## src/rtl/rtc_set_ctrl.sv

```systemverilog
// rtc_set_ctrl: calendar clock (2000..2099) with a three-button set interface.
// Buttons are synchronized and debounced; mode steps through the editable
// fields, up/down edit the selected field, and the clock freezes while editing.
module rtc_set_ctrl #(
    parameter int CLK_HZ       = 100000000,
    parameter int DEBOUNCE_CYC = 2000000,
    parameter int BLINK_CYC    = 50000000
) (
    input  logic        clk,
    input  logic        reset,
    input  logic        btn_mode,
    input  logic        btn_up,
    input  logic        btn_down,
    output logic [11:0] year,
    output logic [4:0]  month,
    output logic [7:0]  day,
    output logic [4:0]  hour,
    output logic [5:0]  min,
    output logic [5:0]  sec,
    output logic [2:0]  set_mode,
    output logic        blink,
    output logic        tick_1s
);

    localparam int PW = (CLK_HZ > 1) ? $clog2(CLK_HZ) : 1;
    localparam int DW = (DEBOUNCE_CYC > 1) ? $clog2(DEBOUNCE_CYC) : 1;
    localparam int BW = (BLINK_CYC > 1) ? $clog2(BLINK_CYC) : 1;
    localparam logic [PW-1:0] PRESC_MAX = PW'(CLK_HZ - 1);
    localparam logic [DW-1:0] DB_MAX    = DW'(DEBOUNCE_CYC - 1);
    localparam logic [BW-1:0] BLINK_MAX = BW'(BLINK_CYC - 1);

    typedef enum logic [2:0] {
        MODE_RUN   = 3'd0,
        MODE_YEAR  = 3'd1,
        MODE_MONTH = 3'd2,
        MODE_DAY   = 3'd3,
        MODE_HOUR  = 3'd4,
        MODE_MIN   = 3'd5
    } mode_t;

    // Days in a month; every multiple of four is a leap year in 2000..2099.
    function automatic logic [7:0] days_in_month(input logic [4:0] m, input logic [11:0] y);
        logic [7:0] d;
        case (m)
            5'd4, 5'd6, 5'd9, 5'd11: d = 8'd30;
            5'd2:                    d = (y[1:0] == 2'b00) ? 8'd29 : 8'd28;
            default:                 d = 8'd31;
        endcase
        return d;
    endfunction

    mode_t           mode_r;
    logic [11:0]     year_r;
    logic [4:0]      month_r;
    logic [7:0]      day_r;
    logic [4:0]      hour_r;
    logic [5:0]      min_r;
    logic [5:0]      sec_r;
    logic [PW-1:0]   presc_r;
    logic            tick_r;
    logic            blink_r;
    logic [BW-1:0]   blink_cnt_r;

    // Button conditioning state, bit 0 = mode, bit 1 = up, bit 2 = down
    logic [2:0]      btn_raw_s;
    logic [2:0]      sync1_r;
    logic [2:0]      sync2_r;
    logic [2:0]      db_r;
    logic [2:0]      db_d_r;
    logic [DW-1:0]   db_cnt_r [3];
    logic [2:0]      press_s;
    logic            mode_evt_s;
    logic            up_evt_s;
    logic            down_evt_s;

    // Edit datapath results
    logic [7:0]      dim_cur_s;
    logic [7:0]      dim_edit_s;
    logic [11:0]     year_edit_s;
    logic [4:0]      month_edit_s;
    logic [7:0]      day_edit_s;
    logic [7:0]      day_fix_s;
    logic [4:0]      hour_edit_s;
    logic [5:0]      min_edit_s;

    assign btn_raw_s = {btn_down, btn_up, btn_mode};

    // Two-flop synchronizers followed by per-button stability counters.
    always_ff @(posedge clk or negedge reset) begin
        if (!reset) begin
            sync1_r <= 3'b000;
            sync2_r <= 3'b000;
            db_r    <= 3'b000;
            db_d_r  <= 3'b000;
            for (int i = 0; i < 3; i++) begin
                db_cnt_r[i] <= '0;
            end
        end else begin
            sync1_r <= btn_raw_s;
            sync2_r <= sync1_r;
            db_d_r  <= db_r;
            for (int i = 0; i < 3; i++) begin
                if (sync2_r[i] != db_r[i]) begin
                    if (db_cnt_r[i] == DB_MAX) begin
                        db_r[i]     <= sync2_r[i];
                        db_cnt_r[i] <= '0;
                    end else begin
                        db_cnt_r[i] <= db_cnt_r[i] + {{(DW-1){1'b0}}, 1'b1};
                    end
                end else begin
                    db_cnt_r[i] <= '0;
                end
            end
        end
    end

    // Press events: rising edge of the debounced level only. Mode wins over
    // up/down, and a simultaneous up+down pair cancels.
    assign press_s    = db_r & ~db_d_r;
    assign mode_evt_s = press_s[0];
    assign up_evt_s   = press_s[1] & ~press_s[2] & ~press_s[0];
    assign down_evt_s = press_s[2] & ~press_s[1] & ~press_s[0];
    assign dim_cur_s  = days_in_month(month_r, year_r);

    // Next value of the selected field for an up/down edit, plus day clamping.
    always_comb begin
        year_edit_s  = year_r;
        month_edit_s = month_r;
        day_edit_s   = day_r;
        hour_edit_s  = hour_r;
        min_edit_s   = min_r;
        case (mode_r)
            MODE_YEAR: begin
                if (up_evt_s) begin
                    year_edit_s = (year_r >= 12'd2099) ? 12'd2000 : year_r + 12'd1;
                end else begin
                    year_edit_s = (year_r <= 12'd2000) ? 12'd2099 : year_r - 12'd1;
                end
            end
            MODE_MONTH: begin
                if (up_evt_s) begin
                    month_edit_s = (month_r >= 5'd12) ? 5'd1 : month_r + 5'd1;
                end else begin
                    month_edit_s = (month_r <= 5'd1) ? 5'd12 : month_r - 5'd1;
                end
            end
            MODE_DAY: begin
                if (up_evt_s) begin
                    day_edit_s = (day_r >= dim_cur_s) ? 8'd1 : day_r + 8'd1;
                end else begin
                    day_edit_s = (day_r <= 8'd1) ? dim_cur_s : day_r - 8'd1;
                end
            end
            MODE_HOUR: begin
                if (up_evt_s) begin
                    hour_edit_s = (hour_r >= 5'd23) ? 5'd0 : hour_r + 5'd1;
                end else begin
                    hour_edit_s = (hour_r == 5'd0) ? 5'd23 : hour_r - 5'd1;
                end
            end
            MODE_MIN: begin
                if (up_evt_s) begin
                    min_edit_s = (min_r >= 6'd59) ? 6'd0 : min_r + 6'd1;
                end else begin
                    min_edit_s = (min_r == 6'd0) ? 6'd59 : min_r - 6'd1;
                end
            end
            default: begin
                year_edit_s = year_r;
            end
        endcase
        dim_edit_s = days_in_month(month_edit_s, year_edit_s);
        if (day_edit_s > dim_edit_s) begin
            day_fix_s = dim_edit_s;
        end else begin
            day_fix_s = day_edit_s;
        end
    end

    // Mode FSM, prescaler, timekeeping with carries, and field edits.
    always_ff @(posedge clk or negedge reset) begin
        if (!reset) begin
            mode_r  <= MODE_RUN;
            year_r  <= 12'd2024;
            month_r <= 5'd1;
            day_r   <= 8'd1;
            hour_r  <= 5'd0;
            min_r   <= 6'd0;
            sec_r   <= 6'd0;
            presc_r <= '0;
            tick_r  <= 1'b0;
        end else begin
            tick_r <= 1'b0;
            if (mode_r == MODE_RUN) begin
                if (presc_r == PRESC_MAX) begin
                    presc_r <= '0;
                    tick_r  <= 1'b1;
                    if (sec_r == 6'd59) begin
                        sec_r <= 6'd0;
                        if (min_r == 6'd59) begin
                            min_r <= 6'd0;
                            if (hour_r == 5'd23) begin
                                hour_r <= 5'd0;
                                if (day_r >= dim_cur_s) begin
                                    day_r <= 8'd1;
                                    if (month_r == 5'd12) begin
                                        month_r <= 5'd1;
                                        year_r  <= (year_r >= 12'd2099) ? 12'd2000 : year_r + 12'd1;
                                    end else begin
                                        month_r <= month_r + 5'd1;
                                    end
                                end else begin
                                    day_r <= day_r + 8'd1;
                                end
                            end else begin
                                hour_r <= hour_r + 5'd1;
                            end
                        end else begin
                            min_r <= min_r + 6'd1;
                        end
                    end else begin
                        sec_r <= sec_r + 6'd1;
                    end
                end else begin
                    presc_r <= presc_r + {{(PW-1){1'b0}}, 1'b1};
                end
                if (mode_evt_s) begin
                    mode_r <= MODE_YEAR;
                end
            end else if (mode_evt_s) begin
                case (mode_r)
                    MODE_YEAR:  mode_r <= MODE_MONTH;
                    MODE_MONTH: mode_r <= MODE_DAY;
                    MODE_DAY:   mode_r <= MODE_HOUR;
                    MODE_HOUR:  mode_r <= MODE_MIN;
                    MODE_MIN: begin
                        // Leaving edit restarts the second from a clean boundary
                        mode_r  <= MODE_RUN;
                        sec_r   <= 6'd0;
                        presc_r <= '0;
                    end
                    default:    mode_r <= MODE_RUN;
                endcase
            end else if (up_evt_s || down_evt_s) begin
                year_r  <= year_edit_s;
                month_r <= month_edit_s;
                day_r   <= day_fix_s;
                hour_r  <= hour_edit_s;
                min_r   <= min_edit_s;
            end
        end
    end

    // Cursor blink: restarts high on each mode change, held low while running.
    always_ff @(posedge clk or negedge reset) begin
        if (!reset) begin
            blink_r     <= 1'b0;
            blink_cnt_r <= '0;
        end else if (mode_evt_s) begin
            blink_r     <= (mode_r != MODE_MIN);
            blink_cnt_r <= '0;
        end else if (mode_r == MODE_RUN) begin
            blink_r     <= 1'b0;
            blink_cnt_r <= '0;
        end else if (blink_cnt_r == BLINK_MAX) begin
            blink_r     <= ~blink_r;
            blink_cnt_r <= '0;
        end else begin
            blink_cnt_r <= blink_cnt_r + {{(BW-1){1'b0}}, 1'b1};
        end
    end

    assign year     = year_r;
    assign month    = month_r;
    assign day      = day_r;
    assign hour     = hour_r;
    assign min      = min_r;
    assign sec      = sec_r;
    assign set_mode = mode_r;
    assign blink    = blink_r;
    assign tick_1s  = tick_r;

endmodule

```

## config.mk

```make
export PLATFORM = sky130hd
export DESIGN_NAME = rtc_set_ctrl
export DESIGN_NICKNAME = d
export VERILOG_FILES = /design/src/rtl/rtc_set_ctrl.sv
export SDC_FILE = /design/constraint.sdc
export NUM_CORES = 1
export LEC_CHECK = 0
export CORE_ASPECT_RATIO = 1.4
export CORE_MARGIN = 3
export CORE_UTILIZATION = 40
export DETAILED_ROUTE_END_ITERATION = 10
export SYNTH_ARGS = -nofsm -noshare
export SYNTH_HDL_FRONTEND = slang
export SYNTH_SLANG_ARGS = --single-unit
```

## constraint.sdc

```tcl
create_clock -name clk -period 4.2 [get_ports clk]
set_input_delay 0.84 -clock clk [delete_from_list [all_inputs] [get_ports clk]]
set_output_delay 0.84 -clock clk [all_outputs]
set_load 0.005 [all_outputs]
```

Word-level counts from Yosys, hierarchy flattened
Index checks and enable logic that the tools add are counted.
{ "classes": {"n_addsub": 16, "order_cmp": 9, "n_eq_ne": 35, "mux": 90, "bitwise": 10, "reduce_logical": 25} }
{ "op_table": {"columns": ["operator", "count"], "rows": [
  ["two-way mux 12 bit", 13],
  ["two-way mux 21 bit", 6],
  ["two-way mux 5 bit", 24],
  ["two-way mux 27 bit", 4],
  ["two-way mux 8 bit", 12],
  ["two-way mux 6 bit", 15],
  ["two-way mux 26 bit", 3],
  ["adder 21 x 1 -> 21 bit, second input constant", 3],
  ["== test 21 bit, second input constant", 3],
  ["adder 27 x 1 -> 27 bit, second input constant", 1],
  ["== test 27 bit, second input constant", 1],
  ["adder 26 x 1 -> 26 bit, second input constant", 1],
  ["== test 26 bit, second input constant", 1],
  ["== test 5 x 4 -> 1 bit, second input constant", 5],
  ["== test 5 x 3 -> 1 bit, second input constant", 4],
  ["adder 12 x 1 -> 12 bit, second input constant", 1],
  ["adder 6 x 1 -> 6 bit, second input constant", 2],
  ["== test 6 bit, second input constant", 2],
  [">= comparator 12 bit, second input constant", 1],
  ["less-or-equal comparator 12 x 11 -> 1 bit, second input constant", 1],
  ["!= test 2 bit, second input constant", 6],
  ["one-hot mux 3 bit (4 select lines)", 1],
  ["AND reduction 6 bit", 2],
  ["subtractor 12 x 1 -> 12 bit, second input constant", 1],
  ["41 further kinds", 72]
]} }
{ "totals": {"regBits": 175, "in_bits": 5, "output_inout_bits": 47, "word_cells": 206} }

Longest topological paths before layout
Gate-level depths: netlist of the first run.
{ "logic_depth": {"depth_word": 15, "ltp_mapped": 19, "ltp_nobuf": 18} }

Least setup slack after synthesis of the first run
Ideal clock, no wire load.
{ "synth_path": {"path_kind": "register to register", "startpoint": "register month_r[0] (netlist: month[0])", "endpoint": "register day_r[0] (netlist: day[0])", "setup_ns": 0.061, "arrival_ns": 4.050, "t_required_ns": 4.139, "setup_slack_ns": 0.089, "stages_incl_launch_ff": 18, "path_buffers": 1, "period_less_slack_ns": 4.111, "path_cell_list": "dfstp_2 -> clkbuf_1 -> inv_1 -> ha_1 -> or3b_2 -> o211a_1 -> nor2_1 -> ha_1 -> nand2b_1 -> a31oi_2 -> nand4_1 -> a31oi_1 -> ha_1 -> nand2_1 -> o21ai_0 -> or4_4 -> a221oi_2 -> o31a_1"} }
{ "synth_via": {"elab_chain_cells": 12, "elab_cells_between_ends": 36, "classes_between": "add/sub: 2; order compare: 4; eq/ne: 10; mux: 18; reduce/logical: 2"} }
{ "synth_rtl": {"columns": ["item", "line_no", "text"], "rows": [
  ["start, declared", "54", "logic [4:0] month_r;"],
  ["start signal, assigned", "210", "month_r <= month_r + 5'd1;"],
  ["start signal, assigned", "246", "month_r <= month_edit_s;"],
  ["== test 5 x 3 -> 1 bit (tied with other cells)", "44", "case (m)"],
  ["OR reduction 4 bit (tied with other cells)", "44", null],
  ["one-hot mux 2 bit (2 select lines) or two-way mux 5 bit (tied branches)", "44, 141", null],
  [">= comparator 8 bit or two-way mux 5 bit (tied branches)", "149, 204, 132", null],
  ["two-way mux 8 bit (tied with other cells)", "149, 204", null],
  ["two-way mux 8 bit or OR reduction 4 bit (tied branches)", "148, 44", null],
  ["two-way mux 8 bit or one-hot mux 2 bit (2 select lines) (tied branches)", "132, 44", null],
  ["> comparator 8 bit", "173", "if (day_edit_s > dim_edit_s) begin"],
  ["two-way mux 8 bit", "173", null],
  ["two-way mux 8 bit", "244", "end else if (up_evt_s || down_evt_s) begin"],
  ["two-way mux 8 bit", "230", "end else if (mode_evt_s) begin"],
  ["two-way mux 8 bit *", "194", "if (mode_r == MODE_RUN) begin"],
  ["end signal, assigned", "213", "day_r <= day_r + 8'd1;"],
  ["end signal, assigned", "247", "day_r <= day_fix_s;"],
  ["end, declared", "55", "logic [7:0] day_r;"]
]} }
Mark *: on every way between the ends. The rest lies on a longest branch, timed or not. The select of a mux whose other input is x is not followed.
A chain may end at the register's enable or synchronous reset.

Worst setup path after layout of the first run
Same ends and word-level chain as after synthesis.

==> impl_metrics.csv, run 1 <==
group,metric,value,unit
logic_synthesis,synth.mux.area_fraction,0.5164,%
worst_setup_path,crit_path_end,"day[0]$_DFFE_PN1P_",
worst_setup_path,critPathKind,"flop to flop",
logic_synthesis,synth_seq_cells,175,
run,cap_viol_max_count,0,
worst_setup_path,worstPathArrival,4.36,ns
clock_network,cts_tree,"built",
route,first_pass_iters,7,
floorplan,dieArea,0.02805,sq mm
pwr,ir_drop,0.0002882,V
logic_synthesis,syn_avg_cell_area,8.589,sq um
clock_network,cts.sinks,175,
finish,n_antenna_cell,0,
floorplan,core,0.02555,sq mm
logic_synthesis,ys_warn_count,0,
logic_synthesis,yosys.area_share.simple,25.94,%
logic_synthesis,syn_inst,1213,
worst_setup_path,cp_max_fo,4,
timing,slew_violations,0,
floorplan,fp-row-count,69,
route,vias,9004,
pwr,leakagePower,4.829,nW
floorplan,initial_core_util,40.77,%
clock_network,htree_levels,4,
floorplan,die_h,197.0,um
logic_synthesis,synthesis.nets,1243,
worst_setup_path,cp_data_required_time,4.58,ns
grt,gr-usage-all-layers,18.59,%
worst_setup_path,r2r_start,"month[0]$_DFFE_PN1P_",
logic_synthesis,async_flop_share,100.0,%
run_status,outcome,"completed",
place,gp_routability_congestion,0.9048,
finish,final_area,0.01185,sq mm
finish,synthToLayoutAreaGrowth,13.77,%
worst_setup_path,startpoint_type,"flop",
route,drt-total-wl,25610,um
grt,antenna_found_initial,0,
timing,hold_viol,0,
clock_network,clock_latency,0.44,ns
place,dpl_cell_area,0.01131,sq mm
grt,grt-ovfl-total,0,
route,remaining_drc_errors,0,
worst_setup_path,endpoint_kind,"flop",
worst_setup_path,r2r-end,"day[0]$_DFFE_PN1P_",
worst_setup_path,r2r_slack,0.23,ns
finish,fillers,2473,
grt,grt_pass1_wl,43310,um
worst_setup_path,cp-startpoint,"month[0]$_DFFE_PN1P_",
timing,fin_skew,0.008305,ns
floorplan,die_w,142.4,um
clock_network,ctsResizeCount,0,
grt,grt_pass1_vias,8759,
timing,finalCritPeriodShare,94.64,%
clock_network,cts_hold_buf,0,
pwr,p_total,0.003273,W
timing,layout_min_cycle_time,3.975,ns
pwr,power_density,276.1,mW/mm^2
clock_network,cts_buffer_depth,2,
clock_network,numCtsBuffers,17,
timing,slew_headroom,35.11,%
logic_synthesis,synth_compound_area_share,17.05,%
route,detail-route-antenna-nets,0,
logic_synthesis,synth_cell_type_count,82,
timing,worst_pin_slew,0.9675,ns
timing,clock.fmax,251.6,MHz
logic_synthesis,synth_xor_area_share,7.902,%
logic_synthesis,synth_top_family_by_area,"simple AND/OR/NAND/NOR gates",
timing,setup_viol,0,
clock_network,postCtsSetupRepairBufs,0,
place,io_buffer_count,51,
logic_synthesis,synth_edf_count,0,
logic_synthesis,synth_seq_area_share,42.14,%
place,hpwl,17930,um
route,wire_per_inst,16.19,um
logic_synthesis,synthesis.area,0.01042,sq mm
timing,rsz0062_at_grt,"no",
finish,drive_gt1_share,7.284,%
logic_synthesis,yosys.area_share.adder,3.002,%
floorplan,ios,52,
route,avgViaCountPerCell,5.692,
logic_synthesis,ys.flop_type,"dfrtp_1",
clock_network,root_buffer,"clkbuf_16",
route,initialDrtViolationCount,406,
timing,fin_setup_tns,0,ns
clock_network,cts.reportedPaths.clkPinSlew,0.07,ns
grt,grt_max_degree,96,
min_path,hold_path.class,"flop to flop",
worst_setup_path,r2r_cells,16,
finish,fin_nets,1280,
## registers in the layout, summed over array words and instances, names as in the netlist, 5 cells and up
signal       cells
sec              6
db_cnt_r        63
blink_cnt_r     26
year            12
month            5
presc_r         27
min              6
day              8
hour             5
## metal layers
metal  vias up  global-route usage, %  part of all wire, %
met5         -                      0                    0
met4         0                  6.235                  1.9
met3        38                  3.398                  4.0
met2       200                  32.73                   51
met1      4345                  22.86                   43
li1       4421                      -                    -
## through the flow
stage          utilization (%)  instances  hold WS [ns]  setup WS, ns
3_3_place_gp             44.26       1550        0.3340        0.3148
3_5_place_dp             44.26       1550        0.3379        0.2645
6_report                 46.39       1582        0.3524        0.2253
4_1_cts                  46.39       1582        0.3531        0.2348
5_1_grt                  46.39       1582        0.3595      0.002482
2_1_floorplan                -       1213        0.3312       0.08891
## Yosys cell counts, types with 9 or more instances
cell type | count | area share, %
ha_1 | 25 | 3.0
nor4_1 | 12 | 0.72
dfstp_2 | 9 | 2.3
nand2b_1 | 11 | 0.66
a31oi_1 | 16 | 0.96
nor2b_1 | 9 | 0.54
or3_1 | 9 | 0.54
nor2_1 | 174 | 6.3
nand3_1 | 71 | 3.4
o21ai_0 | 86 | 4.1
o31ai_1 | 14 | 1.0
nand4_1 | 28 | 1.7
clkbuf_1 | 52 | 1.9
and3_1 | 25 | 1.5
dfrtp_1 | 166 | 40
inv_1 | 36 | 1.3
xor2_1 | 50 | 4.2
nor3_1 | 36 | 1.7
nand2_1 | 103 | 3.7
xnor2_1 | 44 | 3.7
and2_1 | 12 | 0.72
a21oi_1 | 62 | 3.0
## cell families (layout without fill, tap and decap cells)
group	Yosys count	after routing
and+or+nand+nor	546	546
AOI/OAI and AO/OA	275	275
DFF	175	175
xor gates and xnor gates	94	94
buffers and inverters	93	143
adders and majority gates	25	25
muxes	5	5
## critical path, cell delays in order, from the launching register on
cell and delay (ns):
dfstp_2 0.53, inv_1 0.06, ha_1 0.21, or3b_2 0.47, o211a_1 0.16, nor2_1 0.13, ha_1 0.24, nand2b_1 0.16
a31oi_2 0.29, nand4_1 0.13, a31oi_1 0.25, ha_1 0.19, nor2b_1 0.14, o21ai_0 0.09, or4_4 0.45, a221oi_2 0.24
o31a_1 0.16
## cell usage in the layout (no fill, tap or decap), drive strengths merged, types with 8 or more instances in the layout
master,n
buf,25
ha,25
and4,8
xnor2,44
nand4,28
dfrtp,166
nand3,71
xor2,50
nor3,38
or3,11
a31oi,17
nor2b,9
nand2,103
o21ai,86
nand2b,11
o31ai,15
or2,9
and3,26
clkbuf,22
dfstp,9
nor4,12
nor2,174
inv,36
clkdlybuf4s50,50
and2,13
a21oi,62
## cell type report
cell class / count / area [sq um] / area share [%]
clock buffer: 22 / 454.2 / 3.832
clock inverter: 10 / 90.09 / 0.7600
inverter: 36 / 135.1 / 1.140
multi-input combinational: 945 / 5680 / 47.92
sequential: 175 / 4390 / 37.04
tap: 319 / 399.1 / 3.367
timing repair buffer: 75 / 704.4 / 5.943
## power breakdown
part           internal, W  switching, W   total, W
logic            0.0000149     0.0000508  0.0000657
clock network     0.000829      0.000673    0.00150
registers          0.00170    0.00000968    0.00171
## worst min path at each step
stage / startpoint / to / slack (ns) / cells after the start
after floorplan: sync1_r[0]$_DFF_PN0_ / sync2_r[0]$_DFF_PN0_ / 0.33 / 0
after global placement: sync1_r[1]$_DFF_PN0_ / sync2_r[1]$_DFF_PN0_ / 0.33 / 0
after detailed placement: sync1_r[2]$_DFF_PN0_ / sync2_r[2]$_DFF_PN0_ / 0.34 / 0
after CTS: sync1_r[2]$_DFF_PN0_ / sync2_r[2]$_DFF_PN0_ / 0.35 / 0
after global routing: sync1_r[2]$_DFF_PN0_ / sync2_r[2]$_DFF_PN0_ / 0.36 / 0
final: sync1_r[2]$_DFF_PN0_ / sync2_r[2]$_DFF_PN0_ / 0.35 / 0
(Power assumes the default switching activity.)
==> run 2, diff against run 1 <==
--- a/config.mk
+++ b/config.mk
@@ -8,7 +8,9 @@
 export CORE_ASPECT_RATIO = 1.4
 export CORE_MARGIN = 3
 export CORE_UTILIZATION = 40
+export CTS_CLUSTER_DIAMETER = 150
 export DETAILED_ROUTE_END_ITERATION = 10
+export GPL_ROUTABILITY_DRIVEN = 0
 export SYNTH_ARGS = -nofsm -noshare
 export SYNTH_HDL_FRONTEND = slang
 export SYNTH_SLANG_ARGS = --single-unit
==> run 2 against run 1 <==
Compared with the run above: total power increased by 1.8%; count of clock-buffer cells in the layout increased by 2; worst setup slack improved by 0.074 ns; core utilization increased by 0.16 points; sequential power about the same; highest routed layer unchanged; worst hold slack improved by 0.00052 ns; cell count about the same.
==> impl_metrics.csv, run 2 (synthesis gave the netlist of run 1 again) <==
group,metric,value,unit
run_status,outcome,"completed",
worst_setup_path,startpoint_type,"flop",
pwr,p_total,0.003331,W
worst_setup_path,path_common_cell,"ha_1",
pwr,ir_drop,0.0002758,V
route,vias,9075,
place,post-place-ws,0.2634,ns
grt,grtUsageMet2,32.19,%
worst_setup_path,r2r_cells,16,
timing,slew_violations,0,
timing,layout_min_cycle_time,3.901,ns
timing,clock.fmax,256.4,MHz
route,wire_per_inst,16.29,um
worst_setup_path,critPathKind,"flop to flop",
finish,finalNonFillerCells,1581,
finish,synthToLayoutAreaGrowth,14.16,%
route,detail-route-antenna-nets,0,
grt,grt_pass1_wl,43560,um
place,hpwl,17910,um
finish,n_antenna_cell,0,
grt,grt-ovfl-total,0,
finish,top_register,"db_cnt_r",
worst_setup_path,worstPathArrival,4.27,ns
timing,fin_setup_tns,0,ns
grt,use_met3,3.398,%
timing,worst_pin_slew,0.9750,ns
timing,rsz0062_at_grt,"no",
floorplan,initial_core_util,40.77,%
floorplan,die_w,142.4,um
grt,grt_max_degree,73,
grt,gr-usage-all-layers,18.69,%
min_path,hold_path.class,"flop to flop",
min_path,worstHoldStart,"sync1_r[1]$_DFF_PN0_",
pwr,leakagePower,4.857,nW
place,post-place-cells,1551,
worst_setup_path,endpoint_kind,"flop",
worst_setup_path,cp-startpoint,"month[0]$_DFFE_PN1P_",
place,io_buffer_count,51,
route,first_pass_iters,5,
timing,fin_skew,0.01200,ns
worst_setup_path,r2r_slack,0.30,ns
grt,gr-usage-met1,23.23,%
clock_network,htree_levels,4,
timing,finalCritPeriodShare,92.88,%
clock_network,cts_buffer_depth,2,
worst_setup_path,r2r-end,"day[0]$_DFFE_PN1P_",
clock_network,numCtsBuffers,17,
timing,hold_viol,0,
finish,final_common_cell,"nor2_1",
finish,fin_nets,1281,
timing,slew_headroom,34.61,%
timing,setup_viol,0,
floorplan,fp-row-count,69,
route,remaining_drc_errors,0,
clock_network,cts.sinks,175,
timing,layout_setup_ws,0.2992,ns
worst_setup_path,cp_max_fo,4,
clock_network,cts_tree,"built",
worst_setup_path,crit_path_end,"day[0]$_DFFE_PN1P_",
clock_network,cts.reportedPaths.clkPinSlew,0.06,ns
grt,busiest_layer,"met2",
worst_setup_path,cpMaxStageDelayCell,"dfstp_2",
pwr,power_density,280.0,mW/mm^2
route,drt-total-wl,25750,um
worst_setup_path,cp_data_required_time,4.57,ns
finish,mostFrequentLayoutCells,"173 x nor2_1, 166 x dfrtp_1, 103 x nand2_1, 86 x o21ai_0, 71 x nand3_1",
floorplan,core,0.02555,sq mm
clock_network,root_buffer,"clkbuf_16",
worst_setup_path,r2r_start,"month[0]$_DFFE_PN1P_",
finish,top_regs,"db_cnt_r x63, presc_r x27, blink_cnt_r x26",
clock_network,cts_hold_buf,0,
run,cap_viol_max_count,0,
route,initialDrtViolationCount,484,
grt,grt_pass1_vias,8817,
grt,antenna_found_initial,0,
worst_setup_path,crit_chain,"inv_1 > ha_1 > or3b_2 > o211a_1 > nor2_2 > ha_1 > nand2b_1 > a31oi_4 > nand4_1 > a31oi_1 > ha_1 > nand2_1 > o21ai_0 > or4_4 > a221oi_2 > o31a_1",
clock_network,clock_latency,0.43,ns
finish,drive_gt1_share,7.290,%
worst_setup_path,cp_slowest_stage_delay,0.53,ns
floorplan,dieArea,0.02805,sq mm
floorplan,die_h,197.0,um
finish,largest_register_ffs,63,
floorplan,ios,52,
route,avgViaCountPerCell,5.740,
## run 2: power by group
part	leakage, nW	total (W)	internal (W)	switching (W)
Combinational	2.20	0.0000660	0.0000150	0.0000510
Clock	0.280	0.00156	0.000916	0.000643
Sequential	2.38	0.00171	0.00170	0.0000101
## run 2: cell type report
class	count	area, sq um
clock buffer	24	481.7
clock inverter	6	83.83
fill	2437	13660
inverter	36	135.1
multi-input combinational	945	5692
sequential	175	4390
tap	319	399.1
timing repair buffer	76	711.9
## run 2: what timing repair did
action,4_1_cts,5_1_grt
buffers inserted,0,0
setup endpoints to repair,0,1
resized for setup,0,2
## run 2: metal layers
layer / wire length [um] / up-vias
met5: 0 / -
met4: 587 / 0
met3: 1087 / 52
met2: 12990 / 244
met1: 11090 / 4358
li1: - / 4421
## run 2: metrics by stage
stage                     cell area [sq um]  hold WS [ns]  utilization, %
final                                 11890        0.3530           46.54
after global routing                  11890        0.3734           46.54
after CTS                             11880        0.3563           46.50
after detailed placement              11320        0.3427           44.29
after global placement                11320        0.3323           44.29
after floorplan                       10420        0.3312               -
## run 2: worst min-delay path by stage
stage	endpoint	slack [ns]	cells after the start
finish	sync2_r[1]$_DFF_PN0_	0.35	0
global route	sync2_r[2]$_DFF_PN0_	0.37	0
CTS	sync2_r[1]$_DFF_PN0_	0.36	0
detailed placement	sync2_r[1]$_DFF_PN0_	0.34	0
global placement	sync2_r[2]$_DFF_PN0_	0.33	0
floorplan	sync2_r[0]$_DFF_PN0_	0.33	0
## run 2: critical path, delay by kind of cell, from the launching register on
kind	cells	cell delay, ns
buf+inv	1	0.06
fa+ha+maj	3	0.71
flops	1	0.53
simple gates	6	1.41
compound gates	6	1.13
